--- src/rtl/vga_pkg.sv ---
// Shared VGA timing constants, palette and coordinate width for the video path.
package vga_pkg;

  localparam int COORD_W = 10;

  localparam int H_VISIBLE = 640;
  localparam int H_FP      = 16;
  localparam int H_SYNC    = 96;
  localparam int H_BP      = 48;
  localparam int H_TOTAL   = H_VISIBLE + H_FP + H_SYNC + H_BP;

  localparam int V_VISIBLE = 480;
  localparam int V_FP      = 10;
  localparam int V_SYNC    = 2;
  localparam int V_BP      = 33;
  localparam int V_TOTAL   = V_VISIBLE + V_FP + V_SYNC + V_BP;

  // Colour byte layout is [BLUE|GREEN|RED] = BBGGGRRR.
  localparam logic [7:0] COLOR_BLACK  = 8'h00;
  localparam logic [7:0] COLOR_WHITE  = 8'hFF;
  localparam logic [7:0] COLOR_GREEN  = 8'h38;
  localparam logic [7:0] COLOR_YELLOW = 8'h3F;
  localparam logic [7:0] COLOR_SPACE  = 8'h40;

  function automatic logic in_window(input logic [COORD_W-1:0] val,
                                     input logic [COORD_W-1:0] lo,
                                     input logic [COORD_W-1:0] hi);
    return (val >= lo) && (val < hi);
  endfunction

endpackage

--- src/rtl/pixel_tick_gen.sv ---
// Divides the system clock down to a one-clk pixel enable every CLK_DIV clks.
module pixel_tick_gen #(
  parameter int CLK_DIV = 4
) (
  input  logic clk,
  input  logic rst,
  output logic pix_tick_o
);

  localparam int DIV_W = (CLK_DIV > 2) ? $clog2(CLK_DIV) : 1;
  localparam logic [DIV_W-1:0] DIV_LAST = DIV_W'(CLK_DIV - 1);

  logic [DIV_W-1:0] div_q;
  logic [DIV_W-1:0] div_d;

  always_comb begin
    pix_tick_o = (div_q == DIV_LAST);
    div_d      = pix_tick_o ? '0 : div_q + 1'b1;
  end

  always_ff @(posedge clk) begin
    if (rst) begin
      div_q <= '0;
    end else begin
      div_q <= div_d;
    end
  end

endmodule

--- src/rtl/vga_timing.sv ---
// 640x480@60 VGA raster counters plus a registered sync/colour stage; the outputs
// describe the pixel shown on xCoord/yCoord during the previous pixel period.
module vga_timing
  import vga_pkg::*;
#(
  parameter int CLK_DIV   = 4,
  parameter int H_VISIBLE = vga_pkg::H_VISIBLE,
  parameter int H_FP      = vga_pkg::H_FP,
  parameter int H_SYNC    = vga_pkg::H_SYNC,
  parameter int H_BP      = vga_pkg::H_BP,
  parameter int V_VISIBLE = vga_pkg::V_VISIBLE,
  parameter int V_FP      = vga_pkg::V_FP,
  parameter int V_SYNC    = vga_pkg::V_SYNC,
  parameter int V_BP      = vga_pkg::V_BP
) (
  input  logic               clk,
  input  logic               rst,
  input  logic [7:0]         rgb_in,
  output logic [COORD_W-1:0] xCoord,
  output logic [COORD_W-1:0] yCoord,
  output logic               pix_tick,
  output logic               video_on,
  output logic               frame_start,
  output logic               hsync,
  output logic               vsync,
  output logic [7:0]         rgb_out
);

  localparam int LINE_LEN    = H_VISIBLE + H_FP + H_SYNC + H_BP;
  localparam int FRAME_LINES = V_VISIBLE + V_FP + V_SYNC + V_BP;

  localparam logic [COORD_W-1:0] H_LAST  = COORD_W'(LINE_LEN - 1);
  localparam logic [COORD_W-1:0] V_LAST  = COORD_W'(FRAME_LINES - 1);
  localparam logic [COORD_W-1:0] H_VIS_C = COORD_W'(H_VISIBLE);
  localparam logic [COORD_W-1:0] V_VIS_C = COORD_W'(V_VISIBLE);
  localparam logic [COORD_W-1:0] HS_LO   = COORD_W'(H_VISIBLE + H_FP);
  localparam logic [COORD_W-1:0] HS_HI   = COORD_W'(H_VISIBLE + H_FP + H_SYNC);
  localparam logic [COORD_W-1:0] VS_LO   = COORD_W'(V_VISIBLE + V_FP);
  localparam logic [COORD_W-1:0] VS_HI   = COORD_W'(V_VISIBLE + V_FP + V_SYNC);

  logic               tick;
  logic               h_wrap;
  logic               v_wrap;
  logic [COORD_W-1:0] h_cnt_q, h_cnt_d;
  logic [COORD_W-1:0] v_cnt_q, v_cnt_d;
  logic               hsync_q, hsync_d;
  logic               vsync_q, vsync_d;
  logic [7:0]         rgb_q, rgb_d;

  pixel_tick_gen #(
    .CLK_DIV(CLK_DIV)
  ) u_tick (
    .clk       (clk),
    .rst       (rst),
    .pix_tick_o(tick)
  );

  always_comb begin
    h_wrap   = (h_cnt_q == H_LAST);
    v_wrap   = (v_cnt_q == V_LAST);
    video_on = (h_cnt_q < H_VIS_C) && (v_cnt_q < V_VIS_C);

    h_cnt_d = h_cnt_q;
    v_cnt_d = v_cnt_q;
    hsync_d = hsync_q;
    vsync_d = vsync_q;
    rgb_d   = rgb_q;

    // Output stage samples the pre-increment coordinates, giving one pixel of latency.
    if (tick) begin
      h_cnt_d = h_wrap ? '0 : h_cnt_q + 1'b1;
      if (h_wrap) begin
        v_cnt_d = v_wrap ? '0 : v_cnt_q + 1'b1;
      end
      hsync_d = ~in_window(h_cnt_q, HS_LO, HS_HI);
      vsync_d = ~in_window(v_cnt_q, VS_LO, VS_HI);
      rgb_d   = video_on ? rgb_in : COLOR_BLACK;
    end
  end

  always_ff @(posedge clk) begin
    if (rst) begin
      h_cnt_q <= '0;
      v_cnt_q <= '0;
      hsync_q <= 1'b1;
      vsync_q <= 1'b1;
      rgb_q   <= COLOR_BLACK;
    end else begin
      h_cnt_q <= h_cnt_d;
      v_cnt_q <= v_cnt_d;
      hsync_q <= hsync_d;
      vsync_q <= vsync_d;
      rgb_q   <= rgb_d;
    end
  end

  assign xCoord      = h_cnt_q;
  assign yCoord      = v_cnt_q;
  assign pix_tick    = tick;
  assign frame_start = tick && h_wrap && v_wrap;
  assign hsync       = hsync_q;
  assign vsync       = vsync_q;
  assign rgb_out     = rgb_q;

endmodule
--- config.mk ---
export PLATFORM = sky130hd
export DESIGN_NAME = vga_timing
export DESIGN_NICKNAME = d
export VERILOG_FILES = /design/src/rtl/vga_pkg.sv /design/src/rtl/pixel_tick_gen.sv /design/src/rtl/vga_timing.sv
export SDC_FILE = /design/constraint.sdc
export NUM_CORES = 1
export LEC_CHECK = 0
export CAP_MARGIN = 20
export CELL_PAD_IN_SITES_DETAIL_PLACEMENT = 1
export CELL_PAD_IN_SITES_GLOBAL_PLACEMENT = 2
export CORE_MARGIN = 3
export CORE_UTILIZATION = 29
export DETAILED_ROUTE_END_ITERATION = 7
export GPL_TIMING_DRIVEN = 0
export PLACE_DENSITY_LB_ADDON = 0.1
export SETUP_SLACK_MARGIN = 0.1
export SLEW_MARGIN = 15
export SYNTH_ARGS = -nofsm -noshare
export SYNTH_HDL_FRONTEND = slang
export SYNTH_HIERARCHICAL = 1
export SYNTH_SLANG_ARGS = --single-unit
--- constraint.sdc ---
create_clock -name clk -period 4.7 [get_ports clk]
set_input_delay 0.47 -clock clk [delete_from_list [all_inputs] [get_ports clk]]
set_output_delay 0.47 -clock clk [all_outputs]
set_load 0.01 [all_outputs]
==> flow_metrics.py, run 1 <==
metrics = {
    "timing": {
        "rsz0062_at_grt": "false",
        "finalSetupTns_ns": 0,
        "timing.fmax_ghz": 0.3406,
        "fin_crit_ns": 2.936,
        "hold_ws_ns": 0.4344,
        "setup_viol": 0,
        "report.final.slew_viol_count": 0,
        "hold_viol": 0,
        "fin_skew_ns": 0.005124,
        "min_period_over_period": 0.6246,
        "worst_pin_slew_ns": 0.6331,
        "maxSlewHeadroom": 0.5756,
    },
    "routing": {
        "ant_nets": 0,
        "topRoutingLayerUsed": "met4",
        "vias_per_cell": 4.895,
        "drt-total-wl_mm": 4.466,
        "via_count": 1405,
        "drc": 0,
        "drtIter0Drc": 71,
        "drt-met1-wl_mm": 2.153,
        "dr_wl_met3_um": 170,
        "drtPass1Iterations": 4,
        "avgRoutedWirePerCell_um": 15.56,
        "dr_wl_met2_mm": 2.100,
    },
    "floorplan": {
        "die_y_um": 78.26,
        "ios": 43,
        "start_util": 0.3103,
        "fp.dieArea_mm2": 0.006124,
        "coreArea_mm2": 0.004880,
        "num_rows": 25,
        "die_width_um": 78.26,
    },
    "clock_network": {
        "cts_buffers": 5,
        "cts_sinks": 32,
        "clkTransAtPathRegs_ns": 0.07,
        "cts_setup_buffers": 0,
        "htree_levels": 2,
        "cts_tree": "done",
        "ctsResizeCount": 0,
        "cts_buffer_depth": 2,
        "root_buffer": "clkbuf_8",
        "clock_latency_ns": 0.28,
        "hold_buffers": 0,
    },
    "synth": {
        "syn_nets": 185,
        "yosysSeqAreaShare": 0.4231,
        "ys_ff_latch": 32,
        "netlist.top_cell.by_area": "dfxtp_1",
        "ys_warn_count": 6,
        "synthesis.area_mm2": 0.001514,
        "synthArstFlopShare": 0,
        "syn_avg_cell_area_um2": 8.906,
        "synth_cell_types": 38,
        "synthesis.instances": 170,
        "synthTopCellsByArea": "dfxtp_1 42%, a21oi_1 5.3%, nand3_1 4.3%",
        "synth_common_cells": "32 x dfxtp_1, 16 x a21oi_1, 15 x nor2_1",
        "synth_top_area_share": 0.4231,
        "ys.flop_type": "dfxtp_1",
        "synth_edf_count": 0,
        "yosysMostFrequentCell": "dfxtp_1",
    },
    "global_routing": {
        "grt_start_max_net_pins": 11,
        "grt_pass1_wl_mm": 7.445,
        "grt_overflow": 0,
        "grt_pass1_vias": 1470,
        "antenna_found_initial": 0,
        "grt.total_usage": 0.1536,
    },
    "place": {
        "hpwl_mm": 3.306,
        "place_area_mm2": 0.002018,
        "place.gp.congestion": 0.7752,
        "port_buffers": 42,
    },
    "setup_path": {
        "crit_fanout": 10,
        "path_buf_inv": 3,
        "crit_path_start_kind": "flop",
        "max_stage_delay_ns": 0.54,
        "crit_chain": "ha_1 > buf_4 > and4_2 > nand4b_2 > buf_2 > nor2_1 > clkdlybuf4s50_1",
        "crit_type": "reg2out",
        "cp_slowest_cell": "clkdlybuf4s50_1",
        "endpoint_kind": "output port",
        "cp_top_family": "buffers and inverters",
        "crit_arrival_ns": 2.47,
        "worstPathRequired_ns": 4.23,
    },
    "cells_and_area": {
        "layout-drive-gt1-share": 0.07727,
        "antenna_cells": 0,
        "stdcell_area_mm2": 0.002108,
        "nNetsFinal": 234,
        "regArea_um2": 640.6,
        "fillers": 588,
        "multi_input_area_um2": 810.8,
        "syn_to_final_growth_pct": 39.26,
    },
    "flow_run": {
        "cap_viol_max_count": 0,
    },
    "outcome": {
        "status": "complete, no violations",
    },
    "pwr": {
        "p_per_area_mw_per_mm2": 257.9,
        "p_leak_nw": 0.7217,
        "ir_drop_uv": 134.1,
    },
    "hold_path": {
        "hold_path_class": "reg2reg",
    },
}
[final timing paths]
| path | cells past startpoint | start | endpoint | slack [ns] |
|---|---|---|---|---|
| worst min-delay path | 1 | u_tick/div_q[0] | u_tick/div_q[0] | 0.43 |
| worst max register to register | 7 | u_tick/div_q[0] | yCoord[0] | 2.58 |
| worst min register to register | 1 | u_tick/div_q[0] | u_tick/div_q[0] | 0.43 |
| worst max-delay path | 7 | u_tick/div_q[0] | frame_start | 1.76 |
[report_power, final]
part           internal [mW]  leakage (nW)  switching, mW
Combinational         0.0230         0.418         0.0202
Clock                  0.119        0.0455          0.100
Sequential             0.277         0.259        0.00392
[per-layer routing]
| metal | up-vias | global-route usage |
|---|---|---|
| li1 | 701 | - |
| met1 | 670 | 0.2023 |
| met2 | 29 | 0.2491 |
| met3 | 5 | 0.04128 |
| met4 | 0 | 0.03846 |
| met5 | - | 0 |
[cells in the final DEF, fill, tap and decap left out, drive strengths merged, types with 3 or more instances in the layout]
master / n
xnor2: 5
and3: 3
nand2: 6
clkdlybuf4s50: 42
inv: 5
a21oi: 16
o21ai: 5
nand4: 8
or3: 5
nor2: 15
buf: 5
ha: 5
dfxtp: 32
nand3: 13
nand2b: 10
nor3: 7
clkbuf: 11
xor2: 6
[final cells by class]
type | count | share of cell area
inverter | 5 | 0.008902
timing repair buffer | 42 | 0.1994
tap | 67 | 0.03976
sequential | 32 | 0.3039
clock buffer | 8 | 0.04273
multi-input combinational | 125 | 0.3846
buffer | 8 | 0.02077
[state kept, by name (all words and copies together) (netlist names)]
signal        flops
vsync             1
yCoord           10
u_tick/div_q      2
xCoord           10
hsync             1
rgb_out           8
[through the flow]
step	cells	power (mW)	utilization	setup slack (ns)
after floorplan	170	0.3065	-	2.702
after global placement	279	0.3274	0.4136	2.111
after detailed placement	279	0.3308	0.4136	2.041
after CTS	287	0.5516	0.4321	1.717
after global routing	287	0.5698	0.4321	1.601
final	287	0.5437	0.4321	1.764
[kinds of logic (layout without fill, tap and decap cells)]
kind of cell | after synthesis | after routing | share of synthesized area
muxes | 1 | 1 | 0.006612
xor gates and xnor gates | 11 | 11 | 0.06363
adders and majority gates | 5 | 5 | 0.04132
AOI/OAI and AO/OA | 27 | 27 | 0.1017
and+or+nand+nor | 81 | 81 | 0.3223
DFF | 32 | 32 | 0.4231
buffers and inverters | 13 | 63 | 0.04132
(Power assumes the default switching activity.)
==> run 2: changes to the inputs <==
--- a/config.mk
+++ b/config.mk
@@ -9,7 +9,7 @@
 export CELL_PAD_IN_SITES_DETAIL_PLACEMENT = 1
 export CELL_PAD_IN_SITES_GLOBAL_PLACEMENT = 2
 export CORE_MARGIN = 3
-export CORE_UTILIZATION = 29
+export CORE_UTILIZATION = 27
 export DETAILED_ROUTE_END_ITERATION = 7
 export GPL_TIMING_DRIVEN = 0
 export PLACE_DENSITY_LB_ADDON = 0.1
==> constraint.sdc (replaced) <==
create_clock -name clk -period 2.75 [get_ports clk]
set_input_delay 0.275 -clock clk [delete_from_list [all_inputs] [get_ports clk]]
set_output_delay 0.275 -clock clk [all_outputs]
set_load 0.01 [all_outputs]
==> run 2 against run 1 <==
Combinational power rose by 66%. Cell count grew 0.70%. Sequential share of layout area down 0.44 points. Sequential cell count unchanged. Clock skew down 0.0022 ns. Worst hold slack better by 0.0043 ns. Largest power group unchanged.
==> flow_metrics.py, run 2 (synthesis results as in run 1) <==
metrics = {
    "outcome": {
        "status": "complete, no violations",
    },
    "clock_network": {
        "clock_latency_ns": 0.27,
        "hold_buffers": 0,
        "clkTransAtPathRegs_ns": 0.06,
        "cts_sinks": 32,
        "cts_tree": "done",
        "cts_buffers": 5,
        "cts_buffer_depth": 2,
        "root_buffer": "clkbuf_8",
        "cts_setup_buffers": 0,
        "htree_levels": 2,
    },
    "timing": {
        "setup_slack_ns": 0.4415,
        "fin_crit_ns": 2.308,
        "rsz0062_at_grt": "false",
        "report.final.slew_viol_count": 0,
        "hold_ws_ns": 0.4386,
        "fin_skew_ns": 0.002874,
        "timing.fmax_ghz": 0.4332,
        "setup_viol": 0,
        "min_period_over_period": 0.8394,
        "worst_pin_slew_ns": 0.5854,
        "hold_viol": 0,
        "finalSetupTns_ns": 0,
        "maxSlewHeadroom": 0.6076,
    },
    "cells_and_area": {
        "mostFrequentLayoutCells": "41 x clkdlybuf4s50_1, 32 x dfxtp_1, 16 x a21oi_1",
        "layout_commonest_cell": "clkdlybuf4s50_1",
        "layout-drive-gt1-share": 0.08676,
        "syn_to_final_growth_pct": 41.32,
        "instances_no_fill": 289,
        "nNetsFinal": 234,
        "utilization": 0.4060,
        "stdcell_area_mm2": 0.002140,
        "fillers": 640,
        "antenna_cells": 0,
    },
    "global_routing": {
        "grt_pass1_vias": 1473,
        "grt.total_usage": 0.1434,
        "grt_pass1_wl_mm": 7.245,
        "grt_start_max_net_pins": 11,
        "grt_overflow": 0,
        "antenna_found_initial": 0,
    },
    "setup_path": {
        "crit_arrival_ns": 2.03,
        "crit_chain": "and4_1 > nor3_2 > clkdlybuf4s50_1",
        "worstPathRequired_ns": 2.48,
        "r2r_cells": 7,
        "path_depth": 3,
        "cp_slowest_cell": "clkdlybuf4s50_1",
        "max_stage_delay_ns": 0.65,
        "crit_fanout": 9,
        "crit_path_start_kind": "flop",
        "cp_top_family": "simple AND/OR/NAND/NOR gates",
        "endpoint_kind": "output port",
        "crit_type": "reg2out",
        "path_buf_inv": 1,
    },
    "pwr": {
        "p_per_area_mw_per_mm2": 438.9,
        "p_leak_nw": 0.7644,
        "finalPower_mw": 0.9392,
        "ir_drop_uv": 166.0,
    },
    "floorplan": {
        "num_rows": 26,
        "die_y_um": 80.88,
        "coreArea_mm2": 0.005270,
        "die_width_um": 80.88,
        "ios": 43,
        "fp.dieArea_mm2": 0.006542,
        "start_util": 0.2873,
    },
    "routing": {
        "vias_per_cell": 5.028,
        "drt-total-wl_mm": 4.411,
        "drtPass1Iterations": 4,
        "via_count": 1453,
        "drtIter0Drc": 61,
        "drc": 0,
        "ant_nets": 0,
        "avgRoutedWirePerCell_um": 15.26,
    },
    "place": {
        "port_buffers": 42,
        "place.gp.congestion": 0.7369,
        "place_area_mm2": 0.002022,
        "placed_cells": 282,
        "hpwl_mm": 3.292,
        "dp_worst_setup_slack_ns": 0.2682,
    },
    "flow_run": {
        "cap_viol_max_count": 0,
    },
    "hold_path": {
        "hold_path_depth": 1,
        "hold_path_class": "reg2reg",
    },
}
## run 2: where the power goes
part | internal (mW) | switching [mW]
sequential | 0.473 | 0.00655
combinational | 0.0392 | 0.0324
clock | 0.223 | 0.165
## run 2: layout make-up
| type | count | area [um2] | area share |
|---|---|---|---|
| multi-input cells | 125 | 823.3 | 0.3848 |
| flip-flops and latches | 32 | 640.6 | 0.2994 |
| repair buffers | 42 | 422.9 | 0.1977 |
| clock buffers | 7 | 96.34 | 0.04503 |
| well taps | 70 | 87.58 | 0.04094 |
| plain buffers | 8 | 50.05 | 0.02339 |
| inverters | 5 | 18.77 | 0.008772 |
## run 2: what timing repair did
item                       CTS  global route
setup endpoints to repair    1             1
cloned                       0             0
gates resized for setup      4             2
## run 2: routing by layer
| layer | up-vias | track usage | part of all wire |
|---|---|---|---|
| li1 | 707 | - | - |
| met1 | 711 | 0.1818 | 0.46 |
| met2 | 29 | 0.2373 | 0.49 |
| met3 | 6 | 0.03659 | 0.037 |
| met4 | 0 | 0.04561 | 0.010 |
| met5 | - | 0 | 0 |
## run 2: worst paths after layout
| check | start | end | slack, ns |
|---|---|---|---|
| setup reg to reg | u_tick/div_q[0] | yCoord[4] | 0.82 |
| setup / recovery | yCoord[6] | video_on | 0.44 |
| hold / removal | u_tick/div_q[0] | u_tick/div_q[0] | 0.44 |
| hold reg to reg | u_tick/div_q[0] | u_tick/div_q[0] | 0.44 |
==> run 3: changes to the inputs <==
--- a/config.mk
+++ b/config.mk
@@ -9,7 +9,7 @@
 export CELL_PAD_IN_SITES_DETAIL_PLACEMENT = 1
 export CELL_PAD_IN_SITES_GLOBAL_PLACEMENT = 2
 export CORE_MARGIN = 3
-export CORE_UTILIZATION = 27
+export CORE_UTILIZATION = 25
 export DETAILED_ROUTE_END_ITERATION = 7
 export GPL_TIMING_DRIVEN = 0
 export PLACE_DENSITY_LB_ADDON = 0.1
==> constraint.sdc (replaced) <==
create_clock -name clk -period 2 [get_ports clk]
set_input_delay 0.2 -clock clk [delete_from_list [all_inputs] [get_ports clk]]
set_output_delay 0.2 -clock clk [all_outputs]
set_load 0.01 [all_outputs]
==> run 3 against run 2 <==
Total power grew 38%. Sequential cell count is the same. Register-to-register slack lost 0.65 ns. Routed wire length grew 3.0%. Largest power group unchanged.
==> flow_metrics.py, run 3 (synthesis results as in run 1) <==
metrics = {
    "routing": {
        "via_count": 1471,
        "vias_per_cell": 4.855,
        "ant_nets": 0,
        "drt-total-wl_mm": 4.543,
        "drtIter0Drc": 58,
        "drc": 0,
        "drtPass1Iterations": 4,
        "avgRoutedWirePerCell_um": 14.99,
    },
    "floorplan": {
        "fp.dieArea_mm2": 0.007026,
        "start_util": 0.2668,
        "ios": 43,
        "die_y_um": 83.82,
        "num_rows": 27,
        "coreArea_mm2": 0.005675,
        "die_width_um": 83.82,
    },
    "setup_path": {
        "crit_chain": "ha_4 > buf_6 > and4_4 > nand4b_4 > buf_6 > nor2_1 > buf_2",
        "crit_arrival_ns": 1.64,
        "crit_path_start_kind": "flop",
        "r2r_end": "yCoord[2]",
        "r2r_slack_ns": 0.17,
        "startpoint": "u_tick/div_q[0]",
        "cp_top_family": "simple AND/OR/NAND/NOR gates",
        "reg2reg_from": "u_tick/div_q[0]",
        "path_buf_inv": 3,
        "endpoint_kind": "output port",
        "worstPathRequired_ns": 1.80,
        "crit_type": "reg2out",
        "cp_slowest_cell": "dfxtp_2",
        "crit_top_cell": "buf_6",
        "r2r_cells": 8,
        "crit_fanout": 5,
        "max_stage_delay_ns": 0.35,
    },
    "global_routing": {
        "grt_pass1_vias": 1511,
        "grt_overflow": 0,
        "grt.total_usage": 0.1360,
        "grt_pass1_wl_mm": 7.596,
        "grt_start_max_net_pins": 11,
        "antenna_found_initial": 0,
    },
    "pwr": {
        "p_per_area_mw_per_mm2": 573.7,
        "p_int_mw": 0.9945,
        "netSwitchingFraction": 0.2308,
        "p_switching_mw": 0.2984,
        "clockPowerShare": 0.396,
        "ir_drop_uv": 313.3,
        "seq_power_share": 0.513,
        "combPwrFrac": 0.091,
        "p_leak_nw": 0.8055,
    },
    "cells_and_area": {
        "layout-drive-gt1-share": 0.1688,
        "syn_to_final_growth_pct": 48.84,
        "fillers": 678,
        "antenna_cells": 0,
        "mostFrequentLayoutCells": "40 x clkdlybuf4s50_1, 28 x dfxtp_1, 15 x nor2_1, 15 x a21oi_1, 13 x nand3_1",
        "nNetsFinal": 245,
        "instances_no_fill": 303,
        "layout_commonest_cell": "clkdlybuf4s50_1",
    },
    "timing": {
        "hold_viol": 0,
        "fin_skew_ns": 0.005737,
        "worst_pin_slew_ns": 0.5461,
        "hold_ws_ns": 0.4792,
        "maxSlewHeadroom": 0.6359,
        "fin_crit_ns": 1.836,
        "min_period_over_period": 0.9180,
        "setup_viol": 0,
        "timing.fmax_ghz": 0.5447,
        "report.final.slew_viol_count": 0,
        "rsz0062_at_grt": "true",
    },
    "place": {
        "hpwl_mm": 3.223,
        "port_buffers": 42,
        "place.gp.congestion": 0.7337,
        "placed_cells": 284,
    },
    "hold_path": {
        "hold_end": "rgb_out[5]",
        "holdCritStartpoint": "rgb_out[5]",
        "hold_path_class": "reg2reg",
        "hold_path_depth": 2,
    },
    "clock_network": {
        "hold_buffers": 0,
        "clkTransAtPathRegs_ns": 0.07,
        "cts_tree": "done",
        "htree_levels": 2,
        "root_buffer": "clkbuf_8",
        "clock_latency_ns": 0.28,
        "cts_sinks": 32,
        "cts_buffers": 5,
        "cts_buffer_depth": 2,
    },
    "flow_run": {
        "cap_viol_max_count": 0,
    },
    "outcome": {
        "status": "complete, no violations",
    },
}
==> run 3: cell count changes in the layout (fill, tap and decap cells not counted), sizes merged <==
cell	previous run	this run
buf	5	17
dlygate4sd2	0	1
clkinv	0	2
clkdlybuf4s50	41	40
clkbuf	10	9
dlymetal6s2s	1	0
==> run 3: final cells by class <==
cell class                 instances  area (um2)  area share
multi-input combinational        125       855.8      0.3798
clock inverter                     2       10.01    0.004442
sequential                        32       645.6      0.2865
tap                               72       90.09     0.03998
clock buffer                       6       82.58     0.03665
buffer                             8       53.80     0.02388
inverter                           5       18.77    0.008329
timing repair buffer              53       496.7      0.2204
==> run 3: what timing repair did <==
action	4_1_cts	5_1_grt
setup endpoints to repair	18	13
cloned	0	0
setup buffers	4	7
gates resized for setup	16	5
pin swaps	2	9
==> run 3: worst max path at each step <==
stage / end / slack [ns] / depth (start not counted)
6_report: frame_start / 0.16 / 7
5_1_grt: frame_start / 0.06 / 7
4_1_cts: frame_start / 0.09 / 7
3_5_place_dp: frame_start / -0.38 / 7
3_3_place_gp: frame_start / -0.35 / 7
2_1_floorplan: yCoord[2] / 0.17 / 7
==> run 3: tightest hold or removal path, stage by stage (launching register included) <==
cell and delay (ns):
dfxtp_1 0.31, nand2b_1 0.06, a21oi_1 0.06
==> run 3: metal layers <==
layer	global-route usage	part of all wire
met2	0.2140	0.48
met5	0	0
met1	0.1736	0.47
met3	0.04344	0.040
met4	0.04971	0.0055
==> run 3: power by group through the flow <==
| stage | Clock, mW | Sequential (mW) | Combinational (mW) |
|---|---|---|---|
| finish | 0.513 | 0.663 | 0.117 |
| global route | 0.571 | 0.664 | 0.128 |
| CTS | 0.535 | 0.663 | 0.108 |
| detailed placement | 0 | 0.674 | 0.0999 |
| global placement | 0 | 0.673 | 0.0971 |
| floorplan | 0 | 0.677 | 0.0438 |
==> run 3: per-stage QoR <==
step / total power, mW / util / worst slack, ns / setup TNS [ns] / instance area [um2]
global route: 1.363 / 0.3970 / 0.06280 / 0 / 2253
floorplan: 0.7204 / - / 0.1687 / 0 / 1514
CTS: 1.306 / 0.3858 / 0.09464 / 0 / 2190
global placement: 0.7702 / 0.3567 / -0.3504 / -0.9039 / 2024
detailed placement: 0.7740 / 0.3567 / -0.3751 / -1.207 / 2024
finish: 1.293 / 0.3970 / 0.1640 / 0 / 2253
